$ cat config.mk
export PLATFORM = sky130hd
export DESIGN_NAME = nonce_dispatcher
export DESIGN_NICKNAME = d
export VERILOG_FILES = /design/src/rtl/nonce_dispatcher_pkg.sv /design/src/rtl/nonce_dispatcher_rr_arbiter.sv /design/src/rtl/nonce_dispatcher.sv
export SDC_FILE = /design/constraint.sdc
export NUM_CORES = 1
export LEC_CHECK = 0
export BUFFER_PORTS_ARGS = -buffer_cell sky130_fd_sc_hd__buf_2
export CAP_MARGIN = 20
export CORE_MARGIN = 2
export CORE_UTILIZATION = 60
export CTS_BUF_LIST = sky130_fd_sc_hd__clkbuf_4 sky130_fd_sc_hd__clkbuf_8 sky130_fd_sc_hd__clkbuf_16
export CTS_CLUSTER_DIAMETER = 50
export DETAILED_ROUTE_END_ITERATION = 8
export PLACE_DENSITY = 0.85
export REMOVE_ABC_BUFFERS = 1
export SYNTH_ARGS = -nofsm -noshare
export SYNTH_HDL_FRONTEND = slang
export SYNTH_SLANG_ARGS = --single-unit
export TNS_END_PERCENT = 100
$ cat constraint.sdc
create_clock -name hash_clk -period 15.8 [get_ports hash_clk]
set_clock_uncertainty 0.05 [all_clocks]
set_input_delay 3.16 -clock hash_clk [delete_from_list [all_inputs] [get_ports hash_clk]]
set_output_delay 3.16 -clock hash_clk [all_outputs]
set_load 0.005 [all_outputs]
$ cat src/rtl/nonce_dispatcher_pkg.sv
// Shared widths, defaults and state encoding for the nonce dispatcher.
package nonce_dispatcher_pkg;

    localparam int unsigned NONCE_W           = 32;
    localparam int unsigned DEFAULT_NUM_CORES = 4;

    typedef enum logic [2:0] {
        ST_IDLE     = 3'b001,
        ST_DISPATCH = 3'b010,
        ST_DRAIN    = 3'b100
    } disp_state_e;

endpackage

$ cat src/rtl/nonce_dispatcher_rr_arbiter.sv
// Round-robin arbiter: grants the first requester at or after the pointer,
// pointer moves past the winner when advance is high.
module rr_arbiter #(
    parameter  int unsigned N     = 4,
    localparam int unsigned IDX_W = (N > 1) ? $clog2(N) : 1
) (
    input  logic             clk,
    input  logic             rst,
    input  logic [N-1:0]     req,
    input  logic             advance,
    output logic [N-1:0]     grant,
    output logic [IDX_W-1:0] grant_idx
);

    logic [IDX_W-1:0] ptr_q;
    logic [IDX_W-1:0] idx_w;
    int unsigned      idx;
    logic             hit;

    always_comb begin
        grant     = '0;
        grant_idx = '0;
        hit       = 1'b0;
        idx       = 0;
        idx_w     = '0;
        for (int unsigned i = 0; i < N; i++) begin
            idx = 32'(ptr_q) + i;
            if (idx >= N) idx = idx - N;
            idx_w = IDX_W'(idx);
            if (!hit && req[idx_w]) begin
                hit          = 1'b1;
                grant[idx_w] = 1'b1;
                grant_idx    = idx_w;
            end
        end
    end

    always_ff @(posedge clk) begin
        if (rst) begin
            ptr_q <= '0;
        end else if (advance && hit) begin
            ptr_q <= (grant_idx == IDX_W'(N - 1)) ? '0 : grant_idx + 1'b1;
        end
    end

endmodule

$ cat src/rtl/nonce_dispatcher.sv
// Slices the job nonce range into chunks for idle hash cores and funnels
// golden nonces from all cores back to the comm side.
module nonce_dispatcher
    import nonce_dispatcher_pkg::*;
#(
    parameter int unsigned NUM_CORES  = DEFAULT_NUM_CORES,
    parameter int unsigned CHUNK_LOG2 = 16
) (
    input  logic                           hash_clk,
    input  logic                           rst,
    input  logic                           new_work,
    input  logic [NONCE_W-1:0]             nonce_min,
    input  logic [NONCE_W-1:0]             nonce_max,
    output logic [NUM_CORES-1:0]           core_start,
    output logic                           core_abort,
    output logic [NONCE_W-1:0]             core_nonce_base,
    output logic [NONCE_W-1:0]             core_nonce_last,
    input  logic [NUM_CORES-1:0]           core_done,
    input  logic [NUM_CORES-1:0]           core_found,
    input  logic [NONCE_W*NUM_CORES-1:0]   core_nonce,
    output logic [NONCE_W-1:0]             golden_nonce,
    output logic                           new_golden_nonce,
    output logic                           job_done,
    output logic                           busy
);

    localparam int unsigned NEXT_W = NONCE_W + 1;
    localparam int unsigned IDX_W  = (NUM_CORES > 1) ? $clog2(NUM_CORES) : 1;
    localparam logic [NEXT_W-1:0] CHUNK_SIZE = NEXT_W'(1) << CHUNK_LOG2;

    disp_state_e          state_q, state_d;
    logic [NEXT_W-1:0]    next_q;
    logic [NONCE_W-1:0]   last_q;
    logic [NUM_CORES-1:0] assigned_q;
    logic [NUM_CORES-1:0] pending_q;
    logic [NONCE_W-1:0]   hold_q [NUM_CORES];
    logic                 job_done_d;

    logic                 abort;
    logic [NEXT_W-1:0]    eff_next;
    logic [NONCE_W-1:0]   eff_last;
    logic [NUM_CORES-1:0] eff_assigned;
    logic                 eff_dispatch;
    logic [NUM_CORES-1:0] disp_req, disp_grant, start_vec;
    logic [IDX_W-1:0]     disp_idx;
    logic                 do_start;
    logic [NEXT_W-1:0]    chunk_end, next_adv;
    logic [NONCE_W-1:0]   chunk_last;
    logic [NUM_CORES-1:0] rep_grant;
    logic [IDX_W-1:0]     rep_idx;

    // A new job bypasses the registered job so its first chunk leaves next cycle.
    always_comb begin
        abort = new_work && (state_q != ST_IDLE);
        if (new_work) begin
            eff_next     = {1'b0, nonce_min};
            eff_last     = nonce_max;
            eff_assigned = '0;
            eff_dispatch = (nonce_min <= nonce_max);
        end else begin
            eff_next     = next_q;
            eff_last     = last_q;
            eff_assigned = assigned_q & ~core_done;
            eff_dispatch = (state_q == ST_DISPATCH);
        end
    end

    assign disp_req   = eff_dispatch ? ~eff_assigned : '0;
    assign do_start   = eff_dispatch && (|disp_grant);
    assign start_vec  = NUM_CORES'(1) << disp_idx;
    assign chunk_end  = eff_next + CHUNK_SIZE - NEXT_W'(1);
    assign next_adv   = eff_next + CHUNK_SIZE;
    assign chunk_last = (chunk_end > {1'b0, eff_last}) ? eff_last : chunk_end[NONCE_W-1:0];

    rr_arbiter #(.N(NUM_CORES)) u_disp_arb (
        .clk       (hash_clk),
        .rst       (rst),
        .req       (disp_req),
        .advance   (do_start),
        .grant     (disp_grant),
        .grant_idx (disp_idx)
    );

    rr_arbiter #(.N(NUM_CORES)) u_found_arb (
        .clk       (hash_clk),
        .rst       (rst),
        .req       (pending_q),
        .advance   (!abort),
        .grant     (rep_grant),
        .grant_idx (rep_idx)
    );

    always_comb begin
        state_d    = state_q;
        job_done_d = 1'b0;
        if (new_work) begin
            state_d = eff_dispatch ? ST_DISPATCH : ST_DRAIN;
        end else if (state_q == ST_DRAIN && assigned_q == '0) begin
            state_d    = ST_IDLE;
            job_done_d = 1'b1;
        end
        if (do_start && next_adv > {1'b0, eff_last}) state_d = ST_DRAIN;
    end

    always_ff @(posedge hash_clk) begin
        if (rst) begin
            state_q         <= ST_IDLE;
            next_q          <= '0;
            last_q          <= '0;
            assigned_q      <= '0;
            core_start      <= '0;
            core_abort      <= 1'b0;
            core_nonce_base <= '0;
            core_nonce_last <= '0;
            job_done        <= 1'b0;
            busy            <= 1'b0;
        end else begin
            state_q    <= state_d;
            next_q     <= do_start ? next_adv : eff_next;
            last_q     <= eff_last;
            assigned_q <= eff_assigned | (do_start ? start_vec : '0);
            core_start <= do_start ? start_vec : '0;
            core_abort <= abort;
            job_done   <= job_done_d;
            busy       <= (state_d != ST_IDLE);
            if (do_start) begin
                core_nonce_base <= eff_next[NONCE_W-1:0];
                core_nonce_last <= chunk_last;
            end
        end
    end

    // A fresh find on a core being granted keeps pending set, so it is reported later.
    always_ff @(posedge hash_clk) begin
        if (rst) begin
            pending_q        <= '0;
            golden_nonce     <= '0;
            new_golden_nonce <= 1'b0;
            for (int unsigned i = 0; i < NUM_CORES; i++) hold_q[i] <= '0;
        end else begin
            for (int unsigned i = 0; i < NUM_CORES; i++) begin
                if (core_found[i]) hold_q[i] <= core_nonce[i*NONCE_W +: NONCE_W];
            end
            if (abort) begin
                pending_q <= '0;
            end else begin
                pending_q <= (pending_q & ~rep_grant) | core_found;
                if (|rep_grant) begin
                    golden_nonce     <= hold_q[rep_idx];
                    new_golden_nonce <= ~new_golden_nonce;
                end
            end
        end
    end

endmodule
# Word-level counts from Yosys, hierarchy flattened
# Memories as Yosys holds them, arrays and structs flattened. A register that Yosys moved wholly into a read port is not among the register bits.
# Cells that the tools add are included.
[op_classes]
magnitude_cmp = 27
n_mul = 0
n_div = 0
n_reduce_logical = 33
n_addsub = 18
bitwise_logic = 19
n_mux = 97
eq_ne = 6
shift = 1
[op_table]
columns = ["cell", "n"]
rows = [
  ["$mux 32", 6],
  ["$gt 33x32->1", 2],
  ["$mux 33", 2],
  ["$mux 4", 11],
  ["$mux 1", 40],
  ["$mux 2", 18],
  ["$add 33x17->33 const B", 1],
  ["$sub 33x1->33 const B", 1],
  ["$le 32x32->1", 1],
  ["$or 4x4->4", 8],
  ["$lt 2x3->1 const B", 8],
  ["$logic_and 1x1->1", 20],
  ["$ge 3x3->1 const B", 6],
  ["$bmux 1 s2", 8],
  ["$demux 1 s2", 8],
  ["$ge 2x1->1 const B", 8],
  ["$sub 2x1->2 const B", 8],
  ["$add 2x2->3 const B", 4],
  ["$mux 3", 4],
  ["$not 4->4", 3],
  ["$and 4x4->4", 2],
  ["$reduce_or 4->1", 2],
  ["$logic_not 1->1", 7],
  ["$add 2x1->3 const B", 2],
  ["other kinds (12)", 21],
]
[totals]
mem_count = 1
mem_bits_ro = 0
word_cells = 216
input_bits = 203
latch_bits = 0
mem_bits_rw = 128
regBits = 152
out_inout_bits = 104
[mem_list]
columns = ["name", "depth", "word_bits", "read_ports", "rd_clocked_by_memory_dff", "wr", "line_no", "source"]
rows = [
  ["hold_q", 4, 32, 1, 1, 4, "nonce_dispatcher.sv:36", "logic [NONCE_W-1:0] hold_q [NUM_CORES];"],
]

# Longest topological paths before layout
# Gate-level depths: netlist (run 1).
[logic_depth]
depth_word = 22
mapped_depth = 27
depth_no_buf = 19

# Modules after synthesis
# Synthesis (run 1) repeated with hierarchy kept, for this count alone.
[hier_totals]
cells_unflattened = 1674
area_unflattened_um2 = 17148.9
[by_module_without_submodules]
columns = ["module", "area_each_um2", "cells_per_inst", "instances", "seq_area_each_um2"]
rows = [
  ["nonce_dispatcher", 15899.0, 1526, 1, 7447.1],
  ["rr_arbiter (u_disp_arb)", 649.4, 74, 1, 40.0],
  ["rr_arbiter (u_found_arb)", 600.6, 74, 1, 40.0],
]

# Least setup slack after synthesis (run 1)
# OpenSTA, ideal clock, no wires.
[synth_timing]
path_kind = "in2reg"
start = "input port new_work"
end = "register core_nonce_last[11]"
stages = 26
t_required_ps = 15655
setup_ps = 95
path_slack_ps = 6196
arrival_time_ps = 9459
n_path_buf = 8
path_cell_list = "buf_2 > buf_2 > buf_2 > buf_1 > buf_1 > clkbuf_1 > buf_1 > mux2i_1 > inv_1 > ha_1 > inv_1 > a211o_1 > or3_1 > a211oi_1 > nand4_1 > or3_1 > xnor2_1 > ha_1 > and4_1 > nand4_1 > nor3_1 > a2111oi_0 > a21oi_1 > or2_1 > buf_2 > o311ai_1"
[synth_between]
word_cells_on_any_way = 36
classes_between = "add/sub (2); order compare (1); mux (21); bitwise (4); reduce/logical (8)"
[synth_rtl]
columns = ["element", "line_no", "source"]
rows = [
  ["from (decl)", "nonce_dispatcher.sv:11", "input logic new_work,"],
  ["$mux 33", "nonce_dispatcher.sv:55", "if (new_work) begin"],
  ["named net eff_next[17]", "nonce_dispatcher.sv:40", "logic [NEXT_W-1:0] eff_next;"],
  ["$add 33x17->33", "nonce_dispatcher.sv:71", "assign chunk_end = eff_next + CHUNK_SIZE - NEXT_W'(1);"],
  ["$sub 33x1->33", "nonce_dispatcher.sv:71", ""],
  ["$gt 33x32->1", "nonce_dispatcher.sv:73", "assign chunk_last = (chunk_end > {1'b0, eff_last}) ? eff_last : chunk_end[NONCE_W-1:0];"],
  ["$mux 32", "nonce_dispatcher.sv:73", ""],
  ["to (signal assigned)", "nonce_dispatcher.sv:128", "core_nonce_last <= chunk_last;"],
  ["to (decl)", "nonce_dispatcher.sv:17", "output logic [NONCE_W-1:0] core_nonce_last,"],
]
# The timed path passes the listed nets, and every way through them passes these cells. The select of a mux whose other input is x is not followed.
# A chain may end at the register's enable or synchronous reset.

# Final worst setup path (run 1)
[layout_timing]
start = "input port new_work"
end = "register core_nonce_last[2]"
[layout_between]
elab_chain_cells = 17
word_cells_on_any_way = 36
classes_between = "add/sub (2); order compare (1); mux (21); bitwise (4); reduce/logical (8)"
[layout_lines]
columns = ["element"]
rows = [
  ["parallel branches: the longest is 17 deep, another holds $add 33x17->33"],
]
# Parallel ways; which one is timed is not known. The select of a mux whose other input is x is not followed.

==> metrics.cfg, run 1 <==
[floorplanning]
die_area_um2=29600
core_um2=27800
std_cell_rows=61
die_w_um=172
initial_core_util_pct=61.0
io_pins=307
fp.dieH_um=172

[logic_synthesis]
yosysSeqAreaShare_pct=44.4
yosysWarnings=0
synth_simple_gate_area_share_pct=18.4
synth-adder-area-share_pct=8.41
netlist_instances=1724
ys_ff_latch=312
synth_top_family_by_area=simple AND/OR/NAND/NOR gates
synth_mux_area_share_pct=8.64
synth_edf_count=128
yosysMostFrequentCell=nor2_1
yosys.area.top_type=edfxtp_1
syn_area_um2=17000
yosys-top-cells-area=edfxtp_1, dfxtp_1, ha_1, mux2i_1, and2_1
yosysTopAreaCellShare_pct=22.7
synth_common_cells=nor2_1, dfxtp_1, and2_1, edfxtp_1, ha_1
avgSynthCellArea_um2=9.83
synth_compound_area_share_pct=13.4
ys_types=73
synth-xor-area-share_pct=2.89
synth-async-reset-ratio_pct=0
ys.flop_type=dfxtp_1

[power_and_ir_drop]
clkPwrFrac_pct=30.2
netSwitchingFraction_pct=34.6
seqPwrFrac_pct=35.6
p_total_mw=2.81
p_switching_mw=0.973
p_per_area_nw_per_um2=140
comb_power_share_pct=34.1
leakage_nw=8.84
peakVddDrop_mv=0.0952
p_int_mw=1.84

[worst_setup_path]
worst_setup_path_end_kind=register
crit_type=in -> reg
cp_slowest_cell=buf_4
path_buf_inv=3
critical-path-top-delay-family=simple AND/OR/NAND/NOR gates
cp.depth=18
r2r_start=next_q[16]$_SDFF_PP0_
cpPeakStageDelay_ns=0.77
rr_worst_depth=19
arrival_ns=10.09
ff2ff_setup_slack_ns=9.65
critical_path.max_fanout=64
start_kind=primary input
cp.required_ns=16.16
r2r-end=core_nonce_last[2]$_SDFFE_PP0N_
path_cells=buf_4 -> buf_4 -> or4b_1 -> a222oi_1 -> nand4_1 -> nor4b_1 -> nand4_1 -> or3_1 -> xnor2_1 -> ha_1 -> and4_1 -> nand4_1 -> nor3_1 -> a2111oi_0 -> a21oi_2 -> or2_1 -> buf_4 -> o311ai_1

[sta]
min_period_over_period_pct=61.6
setup_viol=0
rsz0062_at_grt=false
max_freq_ghz=0.103
hold_violations=0
timing.final.ws_setup_ns=6.07
slew_violations=0
tightest_slew_ns=1.07
slew_headroom_pct=28.9
layout_min_cycle_time_ns=9.73
final.setup.tns_ns=0

[global_routing]
grt_pass1_wl_um=74000
grtUsageMet3_pct=6.78
met2_usage_pct=53.9
track_usage_pct=31.9
antenna_found_initial=10
grt_pass1_vias=14000
grt_max_degree=70
overflow=0
use_met1_pct=39.0
top_usage_layer=met2

[clocking]
path_clk_slew_ns=0.06
htreeDepth=2
root_buffer=clkbuf_16
cts-resized-gates=0
cts_sinks=312
cts.path.max_buffers=3
cts_buffers=37
clkLatencyLatePin_ns=0.53
cts_tree=done
postCtsSetupRepairBufs=0
ctsHoldBuffers=0

[cells_and_area]
fillCellCount=2089
area_growth_pct=18.1
final_nets=2297
layout.area.seq_um2=7530
multiInputGateArea_um2=8830
fin_cells=2394
final_layout_size_suffix_gt1_share_pct=22.5

[routing]
via_count=14600
drcViolationCount=0
avgRoutedWirePerCell_um=20.5
totalWireLength_um=49100
drtIter0Drc=1289
ant_nets=0
firstDrtPassIters=5
via_per_inst=6.08

[place]
portBuffers=306
place_inst=2318
place_ws_ns=5.71
routabilityCongestion=0.918
place_hpwl_um=34200

[worst_hold_path]
worstHoldPathCells=2
min_from=golden_nonce[27]$_SDFFE_PP0P_
whs_endpoint=golden_nonce[27]$_SDFFE_PP0P_
hold_class=reg -> reg

[job]
drv_cap=0

[status]
status=finished clean

## tightest hold or removal path, delay by kind of cell (launching register included)
kind / cells / cell delay [ns]
simple gates: 1 / 0.05
compound gates: 1 / 0.05
flops: 1 / 0.30
## worst max-delay path by stage
stage / slack (ns) / to / from
floorplan: 6.73 / core_nonce_last[28]$_SDFFE_PP0N_ / new_work
global placement: 5.93 / core_nonce_last[5]$_SDFFE_PP0N_ / new_work
detailed placement: 5.71 / core_nonce_last[5]$_SDFFE_PP0N_ / new_work
CTS: 6.24 / core_nonce_last[0]$_SDFFE_PP0N_ / new_work
global route: 5.68 / core_nonce_last[2]$_SDFFE_PP0N_ / new_work
finish: 6.07 / core_nonce_last[2]$_SDFFE_PP0N_ / new_work
## cell type report
type	count	share of cell area [%]
inverters	64	1.20
well taps	378	2.36
multi-input cells	1242	44.1
flip-flops and latches	312	37.6
repair buffers	323	8.41
diodes	9	0.113
clock buffers	53	5.53
clock inverters	13	0.631
## registers in the layout, indices dropped and copies added (netlist names), 2 cells and up, named ones only
register / flops
hold_q: 128
core_start: 4
core_nonce_last: 32
pending_q: 4
next_q: 33
u_disp_arb.ptr_q: 2
golden_nonce: 32
core_nonce_base: 32
last_q: 32
state_q: 3
assigned_q: 4
## power by group through the flow
| stage | combinational [mW] | sequential [mW] | clock (mW) |
|---|---|---|---|
| floorplan | 0.690 | 1.00 | 0 |
| global placement | 0.904 | 1.01 | 0 |
| detailed placement | 0.935 | 1.01 | 0 |
| CTS | 0.944 | 0.999 | 0.857 |
| global route | 1.04 | 1.01 | 0.889 |
| finish | 0.959 | 1.00 | 0.849 |
## per-layer routing
| layer | routed length [um] | vias up | part of all wire (%) |
|---|---|---|---|
| li1 | - | 6759 | - |
| met1 | 19100 | 6888 | 39 |
| met2 | 23200 | 737 | 47 |
| met3 | 4700 | 160 | 9.6 |
| met4 | 2070 | 6 | 4.2 |
| met5 | 39 | - | 0.079 |
## placed cells by master, fill, tap and decap left out, types with 5 or more instances in the layout
cell type | Yosys | layout
or3_1 | 8 | 8
o31ai_1 | 6 | 5
clkbuf_16 | 0 | 38
and2_1 | 134 | 134
mux2_2 | 37 | 37
xor2_1 | 18 | 18
diode_2 | 0 | 9
a21o_1 | 30 | 30
a211oi_1 | 41 | 41
a22oi_1 | 5 | 5
o311ai_1 | 19 | 19
and3_1 | 10 | 9
mux2i_1 | 98 | 98
dfxtp_1 | 184 | 184
a21oi_1 | 77 | 75
or2_2 | 5 | 5
buf_4 | 0 | 18
nor3_1 | 28 | 28
nor4_1 | 6 | 6
clkbuf_4 | 0 | 8
clkbuf_8 | 0 | 7
a211o_1 | 34 | 34
nand3_1 | 58 | 57
nand4_1 | 22 | 22
o21ai_0 | 25 | 25
nand2_1 | 92 | 92
nor2b_1 | 11 | 7
nor2_1 | 187 | 187
a31oi_1 | 5 | 5
o211ai_1 | 42 | 42
nand2b_1 | 12 | 12
ha_1 | 114 | 114
nand3b_1 | 6 | 6
inv_1 | 63 | 63
buf_2 | 8 | 304
edfxtp_1 | 128 | 128
xnor2_1 | 38 | 37
a221oi_1 | 6 | 6
## cells by family after synthesis
group                      after synthesis
AOI/OAI and AO/OA                      323
xor gates and xnor gates                56
adders and majority gates              114
buffers and inverters                  170
DFF                                    312
muxes                                  138
and+or+nand+nor                        611
## per-stage QoR
stage | instance area, um^2 | util, % | hold WS (ns)
final | 20000 | 72.0 | 0.402
after global routing | 20000 | 72.0 | 0.422
after CTS | 20000 | 71.9 | 0.403
after detailed placement | 18700 | 67.4 | 0.395
after global placement | 18700 | 67.4 | 0.389
after floorplan | 16500 | - | 0.397
(Power assumes the default switching activity.)
==> inputs of run 2 (changes only) <==
--- a/config.mk
+++ b/config.mk
@@ -8,11 +8,11 @@
 export BUFFER_PORTS_ARGS = -buffer_cell sky130_fd_sc_hd__buf_2
 export CAP_MARGIN = 20
 export CORE_MARGIN = 2
-export CORE_UTILIZATION = 60
+export CORE_UTILIZATION = 57
 export CTS_BUF_LIST = sky130_fd_sc_hd__clkbuf_4 sky130_fd_sc_hd__clkbuf_8 sky130_fd_sc_hd__clkbuf_16
 export CTS_CLUSTER_DIAMETER = 50
 export DETAILED_ROUTE_END_ITERATION = 8
-export PLACE_DENSITY = 0.85
+export PLACE_DENSITY = 0.81
 export REMOVE_ABC_BUFFERS = 1
 export SYNTH_ARGS = -nofsm -noshare
 export SYNTH_HDL_FRONTEND = slang
==> constraint.sdc (replaced) <==
create_clock -name hash_clk -period 9.17 [get_ports hash_clk]
set_clock_uncertainty 0.05 [all_clocks]
set_input_delay 1.834 -clock hash_clk [delete_from_list [all_inputs] [get_ports hash_clk]]
set_output_delay 1.834 -clock hash_clk [all_outputs]
set_load 0.005 [all_outputs]
==> run 2 against run 1 <==
  * Critical path depth is 2 higher
  * Worst hold slack worse by 0.0031 ns
  * Core utilization is 4.2 points lower
  * Largest cell class unchanged
  * Setup slack worse by 4.4 ns
  * Cell area hardly changed
  * Clock power is 73% higher
  * Sequential power is 73% higher
  * Non-clock buffer count is 1 higher
  * Global-route usage is 1.3 points lower
  * Total power is 72% higher
  * Count of clock-buffer cells in the layout is 2 lower
  * Routed wire length is 0.91% higher
==> metrics.cfg, run 2 (synthesized netlist as in run 1, its figures left out) <==
[cells_and_area]
multiInputGateArea_um2=8830  ; unchanged
area_growth_pct=18.0  ; about the same
regMostFlops=hold_q
fillCellCount=2236  ; +7.0%
final_nets=2297  ; unchanged
largest_reg_flops=128  ; unchanged
layout.area.seq_um2=7530  ; unchanged
fin_cells=2398  ; +0.17%
final_cell_mix=buf_2, nor2_1, dfxtp_1
final_common_cell=buf_2
top_regs=hold_q (128), next_q (33)
final_layout_size_suffix_gt1_share_pct=22.6  ; +0.050 points

[clocking]
path_clk_slew_ns=0.06  ; about the same
ctsHoldBuffers=0  ; unchanged
cts-resized-gates=0  ; unchanged
cts.path.max_buffers=3  ; unchanged
cts_sinks=312  ; unchanged
postCtsSetupRepairBufs=0  ; unchanged
cts_buffers=36  ; -2.7%
cts_tree=done
root_buffer=clkbuf_16
htreeDepth=2  ; unchanged
clkLatencyLatePin_ns=0.52  ; about the same

[job]
drv_cap=0  ; unchanged

[status]
status=finished clean

[floorplanning]
die_area_um2=31100  ; +5.1%
initial_core_util_pct=57.5  ; -3.5 points
die_w_um=176  ; +2.5%
fp.dieH_um=176  ; +2.5%
std_cell_rows=63  ; +3.3%
core_um2=29500  ; +6.1%
io_pins=307  ; unchanged

[sta]
min_period_over_period_pct=81.6
final.setup.tns_ns=0  ; unchanged
tightest_slew_ns=1.08  ; +0.0148 ns
hold_violations=0  ; unchanged
layout_min_cycle_time_ns=7.48
setup_viol=0  ; unchanged
timing.final.ws_setup_ns=1.69  ; -4.38 ns
max_freq_ghz=0.134
slew_headroom_pct=27.9  ; -0.99 points
slew_violations=0  ; unchanged
rsz0062_at_grt=false

[worst_hold_path]
whs_endpoint=golden_nonce[22]$_SDFFE_PP0P_
hold_class=reg -> reg
worstHoldPathCells=2  ; unchanged
min_from=golden_nonce[22]$_SDFFE_PP0P_

[place]
place_hpwl_um=34000  ; -0.60%
portBuffers=306  ; unchanged
routabilityCongestion=0.982  ; +7.0%
place_ws_ns=1.38  ; -4.33 ns
place_inst=2331  ; +0.56%

[worst_setup_path]
worst_setup_path_end_kind=register
crit_type=in -> reg
arrival_ns=7.89  ; -2.20 ns
r2r_start=next_q[16]$_SDFF_PP0_
start_kind=primary input
cp.required_ns=9.57  ; -6.59 ns
ff2ff_setup_slack_ns=3.29  ; -6.36 ns
rr_worst_depth=19  ; unchanged
r2r-end=core_nonce_last[20]$_SDFFE_PP0N_
critical_path.max_fanout=40  ; -38%

[power_and_ir_drop]
leakage_nw=8.84  ; about the same
peakVddDrop_mv=0.244  ; +160%
p_per_area_nw_per_um2=242  ; +73%

[routing]
avgRoutedWirePerCell_um=20.7  ; +0.74%
drcViolationCount=0  ; unchanged
via_per_inst=6.08  ; about the same
firstDrtPassIters=7  ; +2
via_count=14600  ; +0.22%
totalWireLength_um=49600  ; +0.91%
drtIter0Drc=1121  ; -13%
ant_nets=0  ; unchanged

[global_routing]
overflow=0  ; unchanged
track_usage_pct=30.6  ; -1.3 points
antenna_found_initial=4  ; -6
grt_max_degree=72  ; +2.9%
grt_pass1_vias=14200  ; +1.9%
grt_pass1_wl_um=75300  ; +1.7%

run 2: cell types whose count changed in the layout (fill, tap and decap cells not counted), sizes merged:
| cell | previous run | this run |
|---|---|---|
| bufinv | 1 | 2 |
| clkbuf | 53 | 51 |
| clkinv | 6 | 9 |
| inv | 68 | 66 |
| buf | 323 | 324 |
| clkinvlp | 2 | 1 |
| diode | 9 | 1 |
run 2: power breakdown:
part	internal (mW)	total, mW	switching (mW)	leakage (nW)
Combinational	0.666	1.65	0.982	5.34
Clock	0.884	1.47	0.583	0.615
Sequential	1.62	1.73	0.109	2.89
Total	3.17	4.84	1.67	8.84
run 2: how the worst max path moves through the flow:
| stage | to | depth (start not counted) | start |
|---|---|---|---|
| 2_1_floorplan | golden_nonce[0]$_SDFFE_PP0P_ | 9 | register |
| 3_3_place_gp | core_nonce_last[20]$_SDFFE_PP0N_ | 18 | new_work |
| 3_5_place_dp | core_nonce_last[20]$_SDFFE_PP0N_ | 20 | new_work |
| 4_1_cts | core_nonce_last[20]$_SDFFE_PP0N_ | 20 | new_work |
| 5_1_grt | core_nonce_last[20]$_SDFFE_PP0N_ | 20 | new_work |
| 6_report | core_nonce_last[20]$_SDFFE_PP0N_ | 20 | new_work |
run 2: area by class of cell:
type | count | area share (%)
Sequential cell | 312 | 37.6
Tap cell | 390 | 2.44
Clock inverter | 14 | 0.719
Antenna cell | 1 | 0.0125
Clock buffer | 51 | 5.40
Inverter | 64 | 1.20
Multi-Input combinational cell | 1242 | 44.2
Timing Repair Buffer | 324 | 8.42
run 2: metal layers:
metal / GRT usage [%] / part of all wire, % / wire [um] / up-vias
met5: 0 / 0.065 / 32 / -
met4: 14.3 / 4.6 / 2270 / 6
met3: 6.20 / 9.1 / 4500 / 149
met2: 52.6 / 47 / 23500 / 729
met1: 36.9 / 39 / 19300 / 6956
li1: - / - / - / 6742
run 2: worst max-delay path, stage by stage:
cell and delay, ns:
buf_4 0.49, mux2i_1 0.55, inv_1 0.22, ha_1 0.35, nand3_1 0.13, mux2i_1 0.24
nand4b_1 0.29, nor4b_1 0.51, nand4_1 0.22, or3_1 0.44, xnor2_1 0.22, ha_1 0.30
and4_1 0.20, nand4_1 0.16, nor3_1 0.09, a2111oi_0 0.50, a21oi_2 0.12, buf_4 0.28
or4_1 0.58, nand3_1 0.11
run 2: per-stage QoR:
stage                     utilization (%)  hold WS (ns)  area [um^2]  power (mW)
after CTS                            67.8         0.401        20000        4.83
final                                67.8         0.399        20000        4.84
after global routing                 67.8         0.420        20000        5.07
after global placement               63.6         0.391        18800        3.31
after floorplan                         -         0.397        16500        2.92
after detailed placement             63.6         0.393        18800        3.36
